File: config.mk
export PLATFORM = sky130hd
export DESIGN_NAME = disp_timing_gen
export DESIGN_NICKNAME = d
export VERILOG_FILES = /design/src/rtl/disp_timing_gen.sv
export SDC_FILE = /design/constraint.sdc
export NUM_CORES = 1
export LEC_CHECK = 0
export ABC_AREA = 1
export CAP_MARGIN = 20
export CORE_MARGIN = 4
export CORE_UTILIZATION = 45
export DETAILED_ROUTE_END_ITERATION = 8
export GPL_ROUTABILITY_DRIVEN = 1
export PLACE_DENSITY = 0.68
export SLEW_MARGIN = 25
export SYNTH_ARGS = -nofsm -noshare
export SYNTH_HDL_FRONTEND = slang
export SYNTH_SLANG_ARGS = --single-unit
File: constraint.sdc
create_clock -name i_clk -period 3.4 [get_ports i_clk]
set_input_delay 0.85 -clock i_clk [delete_from_list [all_inputs] [get_ports i_clk]]
set_output_delay 0.85 -clock i_clk [all_outputs]
set_load 0.02 [all_outputs]
File: src/rtl/disp_timing_gen.sv
// Runtime-programmable display timing generator: H/V segment FSMs, shadowed timing
// registers swapped in at frame boundaries, and a uniform output delay line.
module disp_timing_gen #(
    parameter int unsigned CNT_W      = 12,
    parameter int unsigned OUT_DLY    = 2,
    parameter int unsigned RST_HPULSE = 1,
    parameter int unsigned RST_HBP    = 3,
    parameter int unsigned RST_HRES   = 4,
    parameter int unsigned RST_HFP    = 5,
    parameter int unsigned RST_VPULSE = 1,
    parameter int unsigned RST_VBP    = 3,
    parameter int unsigned RST_VRES   = 4,
    parameter int unsigned RST_VFP    = 5
) (
    input  logic             i_clk,
    input  logic             rst_n,
    input  logic             i_en,
    input  logic             i_cfg_we,
    input  logic [CNT_W-1:0] i_cfg_hpulse,
    input  logic [CNT_W-1:0] i_cfg_hbp,
    input  logic [CNT_W-1:0] i_cfg_hres,
    input  logic [CNT_W-1:0] i_cfg_hfp,
    input  logic [CNT_W-1:0] i_cfg_vpulse,
    input  logic [CNT_W-1:0] i_cfg_vbp,
    input  logic [CNT_W-1:0] i_cfg_vres,
    input  logic [CNT_W-1:0] i_cfg_vfp,
    input  logic             i_cfg_hpol,
    input  logic             i_cfg_vpol,
    output logic             o_hsync,
    output logic             o_vsync,
    output logic             o_de,
    output logic [CNT_W-1:0] o_x,
    output logic [CNT_W-1:0] o_y,
    output logic             o_frame_start,
    output logic             o_cfg_pending
);

    typedef enum logic [2:0] {
        StIdle,
        StPulse,
        StBp,
        StActive,
        StFp
    } state_e;

    typedef struct packed {
        logic [CNT_W-1:0] hpulse;
        logic [CNT_W-1:0] hbp;
        logic [CNT_W-1:0] hres;
        logic [CNT_W-1:0] hfp;
        logic [CNT_W-1:0] vpulse;
        logic [CNT_W-1:0] vbp;
        logic [CNT_W-1:0] vres;
        logic [CNT_W-1:0] vfp;
        logic             hpol;
        logic             vpol;
    } timing_t;

    typedef struct packed {
        logic             hsync;
        logic             vsync;
        logic             de;
        logic             fs;
        logic [CNT_W-1:0] x;
        logic [CNT_W-1:0] y;
    } out_t;

    localparam timing_t RstTiming = '{
        hpulse: CNT_W'(RST_HPULSE),
        hbp:    CNT_W'(RST_HBP),
        hres:   CNT_W'(RST_HRES),
        hfp:    CNT_W'(RST_HFP),
        vpulse: CNT_W'(RST_VPULSE),
        vbp:    CNT_W'(RST_VBP),
        vres:   CNT_W'(RST_VRES),
        vfp:    CNT_W'(RST_VFP),
        hpol:   1'b1,
        vpol:   1'b1
    };

    // A zero-length segment behaves as a one-cycle (or one-line) segment.
    function automatic logic [CNT_W-1:0] seg_last(input logic [CNT_W-1:0] len);
        return (len == '0) ? '0 : len - CNT_W'(1);
    endfunction

    function automatic state_e seg_next(input state_e st);
        case (st)
            StPulse:  return StBp;
            StBp:     return StActive;
            StActive: return StFp;
            StFp:     return StPulse;
            default:  return StIdle;
        endcase
    endfunction

    timing_t          cfg_in;
    timing_t          act_q;
    timing_t          pend_q;
    logic             pend_flag_q;
    state_e           h_state_q;
    state_e           v_state_q;
    logic [CNT_W-1:0] h_cnt_q;
    logic [CNT_W-1:0] v_cnt_q;
    logic [CNT_W-1:0] h_len;
    logic [CNT_W-1:0] v_len;
    logic             h_last;
    logic             v_last;
    logic             line_end;
    logic             frame_end;
    logic             cfg_load;
    out_t             stage0;
    out_t             pipe_q [OUT_DLY];

    assign cfg_in = '{
        hpulse: i_cfg_hpulse,
        hbp:    i_cfg_hbp,
        hres:   i_cfg_hres,
        hfp:    i_cfg_hfp,
        vpulse: i_cfg_vpulse,
        vbp:    i_cfg_vbp,
        vres:   i_cfg_vres,
        vfp:    i_cfg_vfp,
        hpol:   i_cfg_hpol,
        vpol:   i_cfg_vpol
    };

    always_comb begin
        h_len = '0;
        case (h_state_q)
            StPulse:  h_len = act_q.hpulse;
            StBp:     h_len = act_q.hbp;
            StActive: h_len = act_q.hres;
            StFp:     h_len = act_q.hfp;
            default:  h_len = '0;
        endcase
    end

    always_comb begin
        v_len = '0;
        case (v_state_q)
            StPulse:  v_len = act_q.vpulse;
            StBp:     v_len = act_q.vbp;
            StActive: v_len = act_q.vres;
            StFp:     v_len = act_q.vfp;
            default:  v_len = '0;
        endcase
    end

    assign h_last    = (h_cnt_q == seg_last(h_len));
    assign v_last    = (v_cnt_q == seg_last(v_len));
    assign line_end  = (h_state_q == StFp) && h_last;
    assign frame_end = line_end && (v_state_q == StFp) && v_last;
    assign cfg_load  = frame_end || (h_state_q == StIdle);

    // H and V move together: V only steps on the cycle H wraps back into PULSE.
    always_ff @(posedge i_clk or negedge rst_n) begin
        if (!rst_n) begin
            h_state_q <= StIdle;
            v_state_q <= StIdle;
            h_cnt_q   <= '0;
            v_cnt_q   <= '0;
        end else begin
            case (h_state_q)
                StIdle: begin
                    if (i_en) begin
                        h_state_q <= StPulse;
                        v_state_q <= StPulse;
                    end
                end
                default: begin
                    if (frame_end && !i_en) begin
                        h_state_q <= StIdle;
                        v_state_q <= StIdle;
                        h_cnt_q   <= '0;
                        v_cnt_q   <= '0;
                    end else begin
                        if (h_last) begin
                            h_cnt_q   <= '0;
                            h_state_q <= seg_next(h_state_q);
                        end else begin
                            h_cnt_q <= h_cnt_q + CNT_W'(1);
                        end
                        if (line_end) begin
                            if (v_last) begin
                                v_cnt_q   <= '0;
                                v_state_q <= seg_next(v_state_q);
                            end else begin
                                v_cnt_q <= v_cnt_q + CNT_W'(1);
                            end
                        end
                    end
                end
            endcase
        end
    end

    // A write landing on the load cycle stays pending for the next boundary.
    always_ff @(posedge i_clk or negedge rst_n) begin
        if (!rst_n) begin
            act_q       <= RstTiming;
            pend_q      <= RstTiming;
            pend_flag_q <= 1'b0;
        end else begin
            if (i_cfg_we) begin
                pend_q <= cfg_in;
            end
            if (cfg_load) begin
                act_q       <= pend_q;
                pend_flag_q <= i_cfg_we;
            end else if (i_cfg_we) begin
                pend_flag_q <= 1'b1;
            end
        end
    end

    // Polarity is folded in before the delay line so it switches with the timing.
    always_comb begin
        stage0       = '0;
        stage0.de    = (h_state_q == StActive) && (v_state_q == StActive);
        stage0.hsync = ~((h_state_q == StPulse) ^ act_q.hpol);
        stage0.vsync = ~((v_state_q == StPulse) ^ act_q.vpol);
        stage0.fs    = (h_state_q == StPulse) && (h_cnt_q == '0) &&
                       (v_state_q == StPulse) && (v_cnt_q == '0);
        stage0.x     = stage0.de ? h_cnt_q : '0;
        stage0.y     = stage0.de ? v_cnt_q : '0;
    end

    always_ff @(posedge i_clk or negedge rst_n) begin
        if (!rst_n) begin
            for (int i = 0; i < int'(OUT_DLY); i++) begin
                pipe_q[i] <= '0;
            end
        end else begin
            pipe_q[0] <= stage0;
            for (int i = 1; i < int'(OUT_DLY); i++) begin
                pipe_q[i] <= pipe_q[i-1];
            end
        end
    end

    assign o_hsync       = pipe_q[OUT_DLY-1].hsync;
    assign o_vsync       = pipe_q[OUT_DLY-1].vsync;
    assign o_de          = pipe_q[OUT_DLY-1].de;
    assign o_frame_start = pipe_q[OUT_DLY-1].fs;
    assign o_x           = pipe_q[OUT_DLY-1].x;
    assign o_y           = pipe_q[OUT_DLY-1].y;
    assign o_cfg_pending = pend_flag_q;

endmodule

==> run_results.csv <==
group,metric,value,unit
detailed_routing,wl_per_cell,16.3,µm
setup_path,start_kind,"flip-flop",
logic_synthesis,dominantRegCellSynth,"dfrtp_1",
clocking,clkTransAtPathRegs,0.07,ns
outcome,status,"finished clean",
setup_path,path_class,"reg2reg",
sta,fmax,306,MHz
cells_and_area,fin_nets,1702,
logic_synthesis,syn_nets,1557,
logic_synthesis,ys_ff_latch,283,
sta,slew_headroom,50.6,%
sta,final.min_clock_period,3.26,ns
placed_design,dp_hpwl,22300,µm
floorplan,die_x,180,µm
sta,drv_slew,0,
placed_design,pre_cts_ws,-0.0505,ns
clocking,cts_buffers,29,
setup_path,cp-end-kind,"flip-flop",
pwr,ir_drop,443,µV
pwr,pwr_density_cell,909,nW/µm²
setup_path,cp.required,3.90,ns
clocking,cts_tree,"yes",
detailed_routing,ant_nets,0,
global_routing,grt_pass1_vias,9998,
cells_and_area,diodes,0,
detailed_routing,drt_drc_violations_left,0,
cells_and_area,final_area,16600,µm²
floorplan,die-area,32300,µm²
floorplan,rows,62,
floorplan,io_pins,131,
sta,setup_viol,0,
min_path,hp-class,"in2async",
detailed_routing,vias,10600,
logic_synthesis,netlist_area,13300,µm²
detailed_routing,routed_wl,32600,µm
sta,fin_crit_sh,96.0,%
clocking,cts-root-buf,"clkbuf_16",
setup_path,cp_max_fo,26,
logic_synthesis,async_flop_share,100,%
logic_synthesis,syn_area_per_cell,9.15,µm²
detailed_routing,viasPerCell,5.28,
setup_path,arrival,3.77,ns
pwr,totalPowerFinal,15.1,mW
cells_and_area,utilization,57.6,%
sta,skew,0.0128,ns
sta,finalHoldViolCount,0,
placed_design,io_buffer_count,130,
floorplan,start_util,45.9,%
global_routing,grt_pass1_wl,51100,µm
run,drv_cap,0,
placed_design,place_congestion,0.885,
cells_and_area,area_growth,25.4,%
floorplan,dieHeight,180,µm
floorplan,coreArea,28900,µm²
detailed_routing,drtIter0Drc,865,
cells_and_area,fillCellCount,2515,
logic_synthesis,synth_edf_count,0,
global_routing,grt-ovfl-total,0,
detailed_routing,drt_first_pass_iters,6,
cells_and_area,mostFrequentLayoutCells,"nand2_1, dfrtp_1, nand3_1, clkdlybuf4s50_1, mux2_2",
logic_synthesis,ys_warn_count,0,
clocking,clock_latency,0.56,ns
global_routing,grt_usage,18.6,%
clocking,clock_sinks,283,
clocking,ctsHoldBuffers,0,
clocking,cts.path.max_buffers,3,
sta,hold_ws,0.330,ns
logic_synthesis,synth_seq_area_share,53.7,%
cells_and_area,layout-drive-gt1-share,20.2,%
pwr,p_leak,7.95,nW
sta,fin_ws,0.136,ns
cells_and_area,layout_commonest_cell,"nand2_1",
clocking,htreeDepth,1,
logic_synthesis,synthCells,1449,
global_routing,antenna_found_initial,0,
sta,tightest_slew,0.741,ns
logic_synthesis,synth_cell_types,31,
global_routing,grt_start_max_net_pins,92,
placed_design,placed_cell_area,15100,µm²
[synthesized netlist by cell type, types with 4 or more instances]
library cell / instances / area, µm²
nand2_1: 385 / 1450
dfrtp_1: 255 / 6380
nand3_1: 188 / 941
mux2_2: 98 / 1100
nand4_1: 95 / 594
nor2_1: 91 / 342
inv_1: 76 / 285
clkbuf_1: 40 / 150
o21ai_0: 32 / 160
buf_4: 30 / 225
dfstp_2: 28 / 736
buf_2: 23 / 115
xor2_1: 18 / 158
nor2_2: 16 / 100
nor3_1: 10 / 50.1
o22ai_1: 10 / 62.6
a21oi_1: 7 / 35.0
ha_1: 6 / 75.1
inv_2: 6 / 22.5
nand3b_1: 5 / 37.5
o21ai_1: 5 / 25.0
buf_8: 4 / 60.1
nor4_1: 4 / 25.0
[per-layer routing]
layer / vias up / GRT usage (%) / share of wire, %
li1: 5109 / - / -
met1: 5078 / 29.1 / 49
met2: 339 / 27.9 / 43
met3: 49 / 2.71 / 6.4
met4: 0 / 3.84 / 1.8
met5: - / 0 / 0
[registers in the layout (all words and copies together) (netlist names)]
signal / cells
act_q: 98
h_cnt_q: 12
h_state_q: 3
o_cfg_pending: 1
o_de: 1
o_frame_start: 1
o_hsync: 1
o_vsync: 1
o_x: 12
o_y: 12
pend_q: 98
pipe_q: 28
v_cnt_q: 12
v_state_q: 3
[stage by stage]
stage | std cells | TNS (ns)
2_1_floorplan | 1449 | 0
6_report | 2001 | 0
3_3_place_gp | 1927 | 0
5_1_grt | 2001 | -4.46
4_1_cts | 1981 | 0
3_5_place_dp | 1927 | -2.24
[report_power, final]
| group | internal [mW] | switching (mW) | total, mW |
|---|---|---|---|
| clock | 1.88 | 1.35 | 3.23 |
| combinational | 2.73 | 4.32 | 7.05 |
| sequential | 4.24 | 0.590 | 4.83 |
| total | 8.85 | 6.26 | 15.1 |
[layout make-up]
type / count / area, µm² / share of cell area, %
flip-flops and latches: 283 / 7120 / 42.9
multi-input cells: 980 / 5410 / 32.6
repair buffers: 215 / 2290 / 13.8
clock buffers: 40 / 827 / 4.98
well taps: 384 / 480 / 2.89
inverters: 85 / 327 / 1.97
clock inverters: 14 / 156 / 0.941
[final timing paths]
| kind | cells past startpoint | slack, ns | start | endpoint |
|---|---|---|---|---|
| setup / recovery | 22 | 0.14 | v_state_q[1]$_DFFE_PN0P_ | act_q[74]$_DFFE_PN1P_ |
| hold / removal | 1 | 0.33 | rst_n | pend_q[90]$_DFFE_PN0P_ |
| setup reg to reg | 22 | 0.14 | v_state_q[1]$_DFFE_PN0P_ | act_q[74]$_DFFE_PN1P_ |
| hold reg to reg | 0 | 0.35 | pipe_q[43]$_DFF_PN0_ | o_x[3]$_DFF_PN0_ |
| max in group asynchronous | 2 | 2.25 | rst_n | pend_q[38]$_DFFE_PN1P_ |
| min in group i_clk | 0 | 0.35 | pipe_q[43]$_DFF_PN0_ | o_x[3]$_DFF_PN0_ |
[worst max-delay path, stage by stage (launching register included)]
cell	delay [ns]
dfrtp_2	0.45
buf_12	0.16
buf_4	0.13
nand3_2	0.11
o21ai_0	0.11
nor2_1	0.22
nand2_1	0.09
nor2_2	0.13
nand3_2	0.10
buf_12	0.17
nand2_1	0.06
nand2_1	0.04
nand2_1	0.08
nand2_1	0.07
nor2_2	0.13
nand3_1	0.12
nor2_2	0.18
nand4_1	0.12
buf_4	0.18
nand2_4	0.14
buf_12	0.20
nand2_1	0.11
nand2_1	0.08
[timing repair]
item	in CTS	in global routing
pin swaps	0	16
gates cloned	0	10
endpoints found under the setup margin	85	126
setup buffers	0	10
resized for setup	3	64
[cell families after synthesis]
kind of cell	Yosys count	synth area share, %
DFF	283	53.7
adders and majority gates	6	0.566
and+or+nand+nor	798	27.0
muxes	98	8.33
buffers and inverters	187	6.82
xor gates and xnor gates	21	1.39
AOI/OAI and AO/OA	56	2.25
(Power assumes the default switching activity.)
